## config.mk

```make
export PLATFORM = sky130hd
export DESIGN_NAME = txn_sequencer
export DESIGN_NICKNAME = d
export VERILOG_FILES = /design/src/rtl/txn_sequencer.sv
export SDC_FILE = /design/constraint.sdc
export NUM_CORES = 1
export LEC_CHECK = 0
export CAP_MARGIN = 20
export CORE_UTILIZATION = 43
export CTS_CLUSTER_SIZE = 40
export DETAILED_ROUTE_END_ITERATION = 10
export GPL_ROUTABILITY_DRIVEN = 1
export GPL_TIMING_DRIVEN = 0
export PLACE_DENSITY = 0.78
export SYNTH_ARGS = -nofsm -noshare
export SYNTH_HDL_FRONTEND = slang
export SYNTH_SLANG_ARGS = --single-unit
```

## constraint.sdc

```tcl
create_clock -name clock -period 3.09 [get_ports clock]
set_clock_uncertainty 0.2 [all_clocks]
set_input_delay 0.309 -clock clock [delete_from_list [all_inputs] [get_ports clock]]
set_output_delay 0.309 -clock clock [all_outputs]
set_load 0.01 [all_outputs]
```

## src/rtl/txn_sequencer.sv

```systemverilog
// Control FSM that sequences one coin transfer: load amount/key, verify, transfer, write back.
// Optional macro TXN_KEY_RETRY_EN: a VER_KEY timeout returns to WAIT_KEY up to 2 times.
module txn_sequencer #(
    parameter int ADDR_W      = 2,
    parameter int TIMEOUT     = 15,
    parameter int P1_BAL_ADDR = 0,
    parameter int P2_BAL_ADDR = 1,
    parameter int P1_KEY_ADDR = 2,
    parameter int P2_KEY_ADDR = 3
) (
    input  logic              clock,
    input  logic              resetn,
    input  logic              go,
    input  logic              sender,
    input  logic              enter,
    input  logic              done_step,
    input  logic [10:0]       p1_amount_out,
    input  logic [10:0]       p2_amount_out,
    output logic              load_amount,
    output logic              load_key,
    output logic [2:0]        process,
    output logic [ADDR_W-1:0] mem_addr,
    output logic              mem_wren,
    output logic [10:0]       mem_data,
    output logic              busy,
    output logic              txn_ok,
    output logic              txn_fail
);

    typedef enum logic [3:0] {
        S_IDLE, S_WAIT_AMT, S_VER_AMT, S_WAIT_KEY, S_VER_KEY,
        S_XFER_P1, S_XFER_P2, S_WR_P1, S_WR_P2, S_OK, S_FAIL
    } state_t;

    localparam logic [3:0]        TIMEOUT_CNT = 4'(TIMEOUT);
    localparam logic [ADDR_W-1:0] A_P1_BAL    = ADDR_W'(P1_BAL_ADDR);
    localparam logic [ADDR_W-1:0] A_P2_BAL    = ADDR_W'(P2_BAL_ADDR);
    localparam logic [ADDR_W-1:0] A_P1_KEY    = ADDR_W'(P1_KEY_ADDR);
    localparam logic [ADDR_W-1:0] A_P2_KEY    = ADDR_W'(P2_KEY_ADDR);

    state_t      state_reg, state_next;
    logic [3:0]  wait_cnt_reg, wait_cnt_next;
    logic        sender_reg, sender_next;
    logic        settled, timed_out;

    logic              load_amount_next, load_key_next, mem_wren_next;
    logic              busy_next, txn_ok_next, txn_fail_next;
    logic [2:0]        process_next;
    logic [ADDR_W-1:0] mem_addr_next;
    logic [10:0]       mem_data_next;

`ifdef TXN_KEY_RETRY_EN
    logic [1:0] retry_cnt_reg, retry_cnt_next;
`endif

    // Count 0 is the cycle the memory address was just changed; read data is not valid yet.
    assign settled   = (wait_cnt_reg != 4'd0);
    assign timed_out = (wait_cnt_reg == TIMEOUT_CNT);

    always_comb begin
        state_next  = state_reg;
        sender_next = sender_reg;
`ifdef TXN_KEY_RETRY_EN
        retry_cnt_next = (state_reg == S_IDLE) ? 2'd0 : retry_cnt_reg;
`endif
        case (state_reg)
            S_IDLE: begin
                if (go) begin
                    sender_next = sender;
                    state_next  = S_WAIT_AMT;
                end
            end
            S_WAIT_AMT: if (enter) state_next = S_VER_AMT;
            S_VER_AMT: begin
                if (settled && done_step) state_next = S_WAIT_KEY;
                else if (timed_out)       state_next = S_FAIL;
            end
            S_WAIT_KEY: if (enter) state_next = S_VER_KEY;
            S_VER_KEY: begin
                if (settled && done_step) begin
                    state_next = S_XFER_P1;
                end else if (timed_out) begin
`ifdef TXN_KEY_RETRY_EN
                    if (retry_cnt_reg < 2'd2) begin
                        retry_cnt_next = retry_cnt_reg + 2'd1;
                        state_next     = S_WAIT_KEY;
                    end else begin
                        state_next = S_FAIL;
                    end
`else
                    state_next = S_FAIL;
`endif
                end
            end
            S_XFER_P1: state_next = S_XFER_P2;
            S_XFER_P2: begin
                if (done_step)      state_next = S_WR_P1;
                else if (timed_out) state_next = S_FAIL;
            end
            S_WR_P1: state_next = S_WR_P2;
            S_WR_P2: state_next = S_OK;
            S_OK:    state_next = S_IDLE;
            S_FAIL:  state_next = S_IDLE;
            default: state_next = S_IDLE;
        endcase

        if (state_next != state_reg)   wait_cnt_next = 4'd0;
        else if (wait_cnt_reg == 4'hF) wait_cnt_next = 4'hF;
        else                           wait_cnt_next = wait_cnt_reg + 4'd1;
    end

    // Outputs are decoded from the next state and registered so they line up with state_reg.
    always_comb begin
        load_amount_next = (state_reg == S_WAIT_AMT) && (state_next == S_VER_AMT);
        load_key_next    = (state_reg == S_WAIT_KEY) && (state_next == S_VER_KEY);
        process_next     = 3'b000;
        mem_addr_next    = '0;
        mem_wren_next    = 1'b0;
        mem_data_next    = 11'd0;
        busy_next        = (state_next != S_IDLE);
        txn_ok_next      = (state_next == S_OK);
        txn_fail_next    = (state_next == S_FAIL);
        case (state_next)
            S_VER_AMT: begin
                process_next  = 3'b001;
                mem_addr_next = sender_next ? A_P2_BAL : A_P1_BAL;
            end
            S_VER_KEY: begin
                process_next  = 3'b010;
                mem_addr_next = sender_next ? A_P2_KEY : A_P1_KEY;
            end
            S_XFER_P1: begin
                process_next  = 3'b100;
                mem_addr_next = A_P1_BAL;
            end
            S_XFER_P2: begin
                process_next  = 3'b100;
                mem_addr_next = A_P2_BAL;
            end
            S_WR_P1: begin
                process_next  = 3'b100;
                mem_addr_next = A_P1_BAL;
                mem_wren_next = 1'b1;
                mem_data_next = p1_amount_out;
            end
            S_WR_P2: begin
                process_next  = 3'b100;
                mem_addr_next = A_P2_BAL;
                mem_wren_next = 1'b1;
                mem_data_next = p2_amount_out;
            end
            default: ;
        endcase
    end

    always_ff @(posedge clock) begin
        if (!resetn) begin
            state_reg    <= S_IDLE;
            wait_cnt_reg <= 4'd0;
            sender_reg   <= 1'b0;
            load_amount  <= 1'b0;
            load_key     <= 1'b0;
            process      <= 3'b000;
            mem_addr     <= '0;
            mem_wren     <= 1'b0;
            mem_data     <= 11'd0;
            busy         <= 1'b0;
            txn_ok       <= 1'b0;
            txn_fail     <= 1'b0;
        end else begin
            state_reg    <= state_next;
            wait_cnt_reg <= wait_cnt_next;
            sender_reg   <= sender_next;
            load_amount  <= load_amount_next;
            load_key     <= load_key_next;
            process      <= process_next;
            mem_addr     <= mem_addr_next;
            mem_wren     <= mem_wren_next;
            mem_data     <= mem_data_next;
            busy         <= busy_next;
            txn_ok       <= txn_ok_next;
            txn_fail     <= txn_fail_next;
        end
    end

`ifdef TXN_KEY_RETRY_EN
    always_ff @(posedge clock) begin
        if (!resetn) retry_cnt_reg <= 2'd0;
        else         retry_cnt_reg <= retry_cnt_next;
    end
`endif

endmodule

```

## Word-level counts from Yosys, hierarchy flattened

Cells that the tools add are included.

| word-level totals | value |
|---|---|
| flip-flop bits (word level) | 31 |
| bits in latches | 0 |
| memory bits (writable) | 0 |
| bits in read-only memories | 0 |
| input port bits | 28 |
| output and inout port bits | 22 |
| logic and storage cells | 59 |
| memories kept | 0 |

| operators by class | value |
|---|---|
| add/sub/neg operators | 1 |
| $mul | 0 |
| divide/modulo/power cells | 0 |
| $lt $le $gt $ge | 0 |
| equal/unequal tests | 18 |
| shift-type cells | 0 |
| muxes and demuxes | 17 |
| bitwise gates (word level) | 1 |
| reductions and logical operators | 10 |

Operators with widths:

| cell | number |
|---|---|
| one-hot mux 4 bit (9 select lines) | 1 |
| == test 4 x 3 -> 1 bit (second input constant) | 8 |
| 2-to-1 mux 4 bit | 8 |
| one-hot mux 11 bit (2 select lines) | 1 |
| == test 4 bit (second input constant) | 5 |
| == test 4 x 2 -> 1 bit (second input constant) | 3 |
| one-hot mux 3 bit (3 select lines) | 1 |
| nonzero test 4 bit | 2 |
| one-hot mux 2 bit (3 select lines) | 1 |
| OR reduction 2 bit | 3 |
| 2-to-1 mux 1 bit | 5 |
| adder 4 x 1 -> 4 bit (second input constant) | 1 |
| == test 4 x 1 -> 1 bit (second input constant) | 1 |
| logical NOT 4 bit | 1 |
| inequality test 4 bit | 1 |
| OR reduction 4 bit | 1 |
| logical AND 1 bit | 3 |
| inverter 1 bit | 1 |

## Longest topological paths before layout

| depth | value |
|---|---|
| word-level depth | 7 |
| mapped depth | 9 |
| mapped depth without buffers | 7 |

## Worst setup path before layout

No wires, ideal clock.

| timing | value |
|---|---|
| path type | flip-flop to flip-flop |
| start | register wait_cnt_reg[0] |
| end | register mem_data[1] |
| data arrival time | 1902 ps |
| data required time | 2829 ps |
| slack | 927 ps |
| cell stages (with the launch flop) | 9 |
| clock period less this slack | 2163 ps |
| cells stage by stage | dfxtp_1 -> ha_1 -> nand4b_1 -> a21oi_1 -> or4b_4 -> buf_6 -> nor3b_4 -> buf_6 -> a32o_1 |

| on the way | value |
|---|---|
| cells in the longest elaborated chain, start to end | 6 |
| elaborated cells on any way between the ends | 11 |
| classes of those cells | 3 x eq/ne; 6 x mux; 2 x reduce/logical |

RTL lines:

| element | RTL line | text |
|---|---|---|
| start: declaration | 42 | `logic [3:0] wait_cnt_reg, wait_cnt_next;` |
| start signal: assignment | 172 | `wait_cnt_reg <= wait_cnt_next;` |
| == test 4 bit / nonzero test 4 bit (equally long branches) | 58, 57 |  |
| 2-to-1 mux 4 bit / logical AND 1 bit (equally long branches) | n/a |  |
| 2-to-1 mux 4 bit (on tied branches) | 97, 75, 80 |  |
| one-hot mux 4 bit (9 select lines) * | 66 | `case (state_reg)` |
| == test 4 bit / == test 4 x 3 -> 1 bit (equally long branches) | 123 | `case (state_next)` |
| one-hot mux 11 bit (2 select lines) * | 123 |  |
| end signal: assignment | 179 | `mem_data <= mem_data_next;` |
| end: declaration | 24 | `output logic [10:0] mem_data,` |

Every way passes the cells marked *; elsewhere a longest branch is shown, timed or not.
A chain may end at the register's enable or synchronous reset.

## Worst setup path in the final report

| timing | value |
|---|---|
| start | register wait_cnt_reg[0] |
| end | register mem_data[2] |

The elaborated chain is that of the path after synthesis.

==> impl.org <==
** Worst setup path
- The number of cells on the worst reg-to-reg path is 8.
- Crit Path Category :: reg -> reg
- Cell type of the slowest stage on the worst timing path :: sky130_fd_sc_hd__or4b_4
- STA classifies the critical path endpoint as a flop.
- In this run the critical register-to-register path is captured at mem_data[2].
- Req. time, crit path :: 3160 ps
- Critical path cell sequence :: ha_1 > nand4b_1 > a21oi_1 > or4b_4 > buf_6 > nor3b_4 > buf_6 > a32o_1
- Flop-to-flop setup slack :: 700 ps
- Crit path DAT :: 2460 ps
- STA classifies the critical path startpoint as a flop.
- Worst-path maximum fanout :: 10
- Grouping stages by cell kind, the critical path spends the most delay in simple AND/OR/NAND/NOR gates.
- Most common cell on crit path :: sky130_fd_sc_hd__buf_6
- The startpoint identified for the worst register-to-register timing path is wait_cnt_reg[0].
- The critical path contains buffers and inverters numbering 2 combined.
- Crit-path max cell delay :: 520 ps

** Die
- Rows :: 19
- In this run the horizontal extent of the chip is 57.7 um.
- The die covers 0.00333 mm2.
- In this run the vertical extent of the chip is 57.7 um.
- Initial Utilization :: 46.8%
- Std-Cell Core Area :: 0.00285 mm2
- Pin placement for this block handled 50 I/O pins.

** Clock network
- For this design, the CTS-stage hold fixing added 0 buffers.
- In this run the post-CTS setup repair buffer count came out at 0.
- Post-CTS resize count :: 0
- CTS saw 31 sinks.
- TritonCTS built the clock tree.
- Clock-pin slew was measured on the worst setup and hold paths at 90 ps.
- In this run the clock root is driven by a sky130_fd_sc_hd__clkbuf_4.
- The longest clock path from root to sink contains 2 buffers.
- Clock latency on the worst-skew pair, taken at its later pin, is 330 ps.
- Max H-tree Level :: 2
- Total CTS buffers :: 5

** Final layout
- Ant diodes :: 0
- Most frequent standard cell in the layout excluding fill and tap cells :: sky130_fd_sc_hd__clkdlybuf4s50_1
- Fillers :: 248
- Relative to the synthesized area, the layout overhead comes to 44.0%.
- The register with the most flip-flops in the layout has 11 of them.
- In the layout the commonest cells are 48 x sky130_fd_sc_hd__clkdlybuf4s50_1, 31 x sky130_fd_sc_hd__dfxtp_1, 12 x sky130_fd_sc_hd__nor2_1.
- After the last flow step, the layout net total stands at 220.
- Fraction of final layout cells sized beyond drive strength 1 :: 11.5%

** Synth
- The share of the Yosys chip area taken by registers is 46.5%.
- EDFF count, synth :: 0
- Most used flip-flop cell after synthesis :: sky130_fd_sc_hd__dfxtp_1
- Post-synthesis sequential element count :: 31
- Synthesis produced 135 cells.
- Synth unique cells :: 46
- Number of nets produced by synthesis :: 165
- For this run, the number of Yosys warnings is 0.
- In the synthesized netlist the async set-or-reset flop fraction comes to 0%.
- The average instance in the mapped netlist occupies 9.89 um2.
- In this run the cell area of the synthesized design comes to 0.00134 mm2.

** Detailed routing
- Remaining DRCs :: 3
- Dividing the detail-routed wire length by the instance count gives 13.9 um.
- In this run the remaining antenna-violating nets after routing total 0.
- The routed design has 3090 um of wire.
- The pre-antenna-repair detailed-routing pass consisted of 7 iterations.
- The routed layout has 1,192 vias.
- First DRT Iteration DRCs :: 37
- Vias/cell :: 5.37

** Pwr
- Net switching is 28.6% of the power.
- VDD sags by at most 0.000325 V.
- Cell internal power was estimated by the tool at 0.000696 W.
- The clock network is responsible for 27.4% of the overall power.
- NetSw :: 0.000279 W
- Total power divided by cell area :: 507 mW/mm2
- Summed over all cells, the static leakage comes to 0.764 nW.
- Total power for the finished layout comes to 0.000975 W.
- Combinational cells account for 27.3% of the total power.
- Sequential cells burn 45.4% of the power.

** Global routing
- The first global-routing pass estimated 4990 um of wire.
- The number of antenna violations at the first check in global routing was 0.
- The number of global-route vias before repair is 1,118.
- In the global route stage, overall resource usage came out at 20.1%.
- Global routing finished with a remaining overflow of 0.
- Maximum number of pins on one net before global-route repair :: 11

** Run status
- The flow ran to the end, but the final reports show violations.
- Failing checks :: design-rule violations

** Min path
- Critical hold path startpoint :: resetn
- Hold Crit Depth :: 2
- The path with the worst hold slack has its endpoint at state_reg[0].
- In this run the worst hold path is classified as in -> reg.

** STA
- Final setup violation count :: 0
- The worst path uses 77.4% of the clock period.
- Setup repair after global routing left no endpoint under its margin.
- For the pin with the worst max-slew slack, the measured transition is 677 ps.
- Final count of pins violating max slew :: 0
- Min Tclk post-route :: 2390 ps
- Static timing analysis puts the maximum clock frequency at 418 MHz.
- The hold violation total from the final report came to 0.
- Setup total negative slack on the finished layout was measured at 0 ps.
- Headroom to the max-slew limit came out at 54.9%.

** Run
- Maxcap violations :: 0

** Place
- Weighted congestion reported at the end of routability-driven placement :: 0.832
- Buffers placed on the I/O ports in this run total 48.
- Dpl hpwl :: 2330 um
==> power groups by stage <==
stage	Clock, W	Sequential, W	Combinational [W]
floorplan	0	0.000457	0.000160
global placement	0	0.000451	0.000257
detailed placement	0	0.000452	0.000266
CTS	0.000270	0.000442	0.000267
global route	0.000288	0.000445	0.000292
finish	0.000267	0.000442	0.000266
==> worst max path at each step <==
stage	startpoint	endpoint	cells after the start
2_1_floorplan	wait_cnt_reg[0]	mem_data[1]	8
3_3_place_gp	done_step	mem_data[3]	8
3_5_place_dp	done_step	mem_data[2]	8
4_1_cts	wait_cnt_reg[0]	mem_data[2]	8
5_1_grt	state_reg[1]	mem_data[2]	6
6_report	wait_cnt_reg[0]	mem_data[2]	8
==> logic make-up after synthesis <==
| family | after synthesis | share of synthesized area [%] |
|---|---|---|
| AND/OR/NAND/NOR | 50 | 22.3 |
| AO/OA/AOI/OAI | 33 | 20.3 |
| flip-flops | 31 | 46.5 |
| buffers and inverters | 16 | 6.75 |
| adder cells (fa/ha/maj) | 3 | 2.72 |
| XOR/XNOR | 1 | 0.656 |
| multiplexers | 1 | 0.750 |
==> layer usage <==
metal / share of wire [%] / routed length [um] / global-route usage, %
met1: 42 / 1300 / 22.6
met2: 53 / 1620 / 36.0
met3: 3.8 / 118 / 5.36
met4: 1.7 / 53 / 8.16
met5: 0 / 0 / 0
==> stage by stage <==
step | instances | hold slack, ps | util [%] | setup WS [ps] | instance area (um2)
2_1_floorplan | 135 | 235 | - | 927 | 1340
3_3_place_gp | 214 | 306 | 65.0 | 522 | 1850
3_5_place_dp | 214 | 326 | 65.0 | 495 | 1850
4_1_cts | 222 | 218 | 67.4 | 685 | 1920
5_1_grt | 222 | 243 | 67.4 | 545 | 1920
6_report | 222 | 198 | 67.4 | 698 | 1920
==> worst reg2reg max path, stage by stage (launching register included) <==
cell	delay, ps
sky130_fd_sc_hd__dfxtp_1	350
sky130_fd_sc_hd__ha_1	250
sky130_fd_sc_hd__nand4b_1	210
sky130_fd_sc_hd__a21oi_1	120
sky130_fd_sc_hd__or4b_4	520
sky130_fd_sc_hd__buf_6	150
sky130_fd_sc_hd__nor3b_4	230
sky130_fd_sc_hd__buf_6	170
sky130_fd_sc_hd__a32o_1	130
==> cells in the mapped netlist (2+ instances only) <==
cell type / n / area (um2)
sky130_fd_sc_hd__dfxtp_1: 31 / 621
sky130_fd_sc_hd__nor2_1: 12 / 45.0
sky130_fd_sc_hd__a32o_1: 11 / 110
sky130_fd_sc_hd__nand2_1: 7 / 26.3
sky130_fd_sc_hd__o21ai_0: 6 / 30.0
sky130_fd_sc_hd__nor2b_1: 5 / 31.3
sky130_fd_sc_hd__and2_1: 4 / 25.0
sky130_fd_sc_hd__buf_2: 3 / 15.0
sky130_fd_sc_hd__buf_6: 3 / 33.8
sky130_fd_sc_hd__clkbuf_1: 3 / 11.3
sky130_fd_sc_hd__inv_1: 3 / 11.3
sky130_fd_sc_hd__nand3_1: 3 / 15.0
sky130_fd_sc_hd__nor3_1: 3 / 15.0
sky130_fd_sc_hd__a21oi_1: 2 / 10.0
sky130_fd_sc_hd__and3_1: 2 / 12.5
sky130_fd_sc_hd__ha_1: 2 / 25.0
sky130_fd_sc_hd__inv_2: 2 / 7.51
sky130_fd_sc_hd__nand2b_1: 2 / 12.5
sky130_fd_sc_hd__nand3b_1: 2 / 15.0
sky130_fd_sc_hd__nor3b_1: 2 / 15.0
sky130_fd_sc_hd__o21ai_1: 2 / 10.0
==> area by class of cell <==
class	instances	area, um2	share of cell area, %
Timing Repair Buffer	48	480	25.0
Inverter	5	18.8	0.976
Multi-Input combinational cell	88	624	32.5
Sequential cell	31	621	32.3
Clock buffer	8	68.8	3.58
Buffer	11	71.3	3.71
Tap cell	31	38.8	2.02
(Power assumes the default switching activity.)
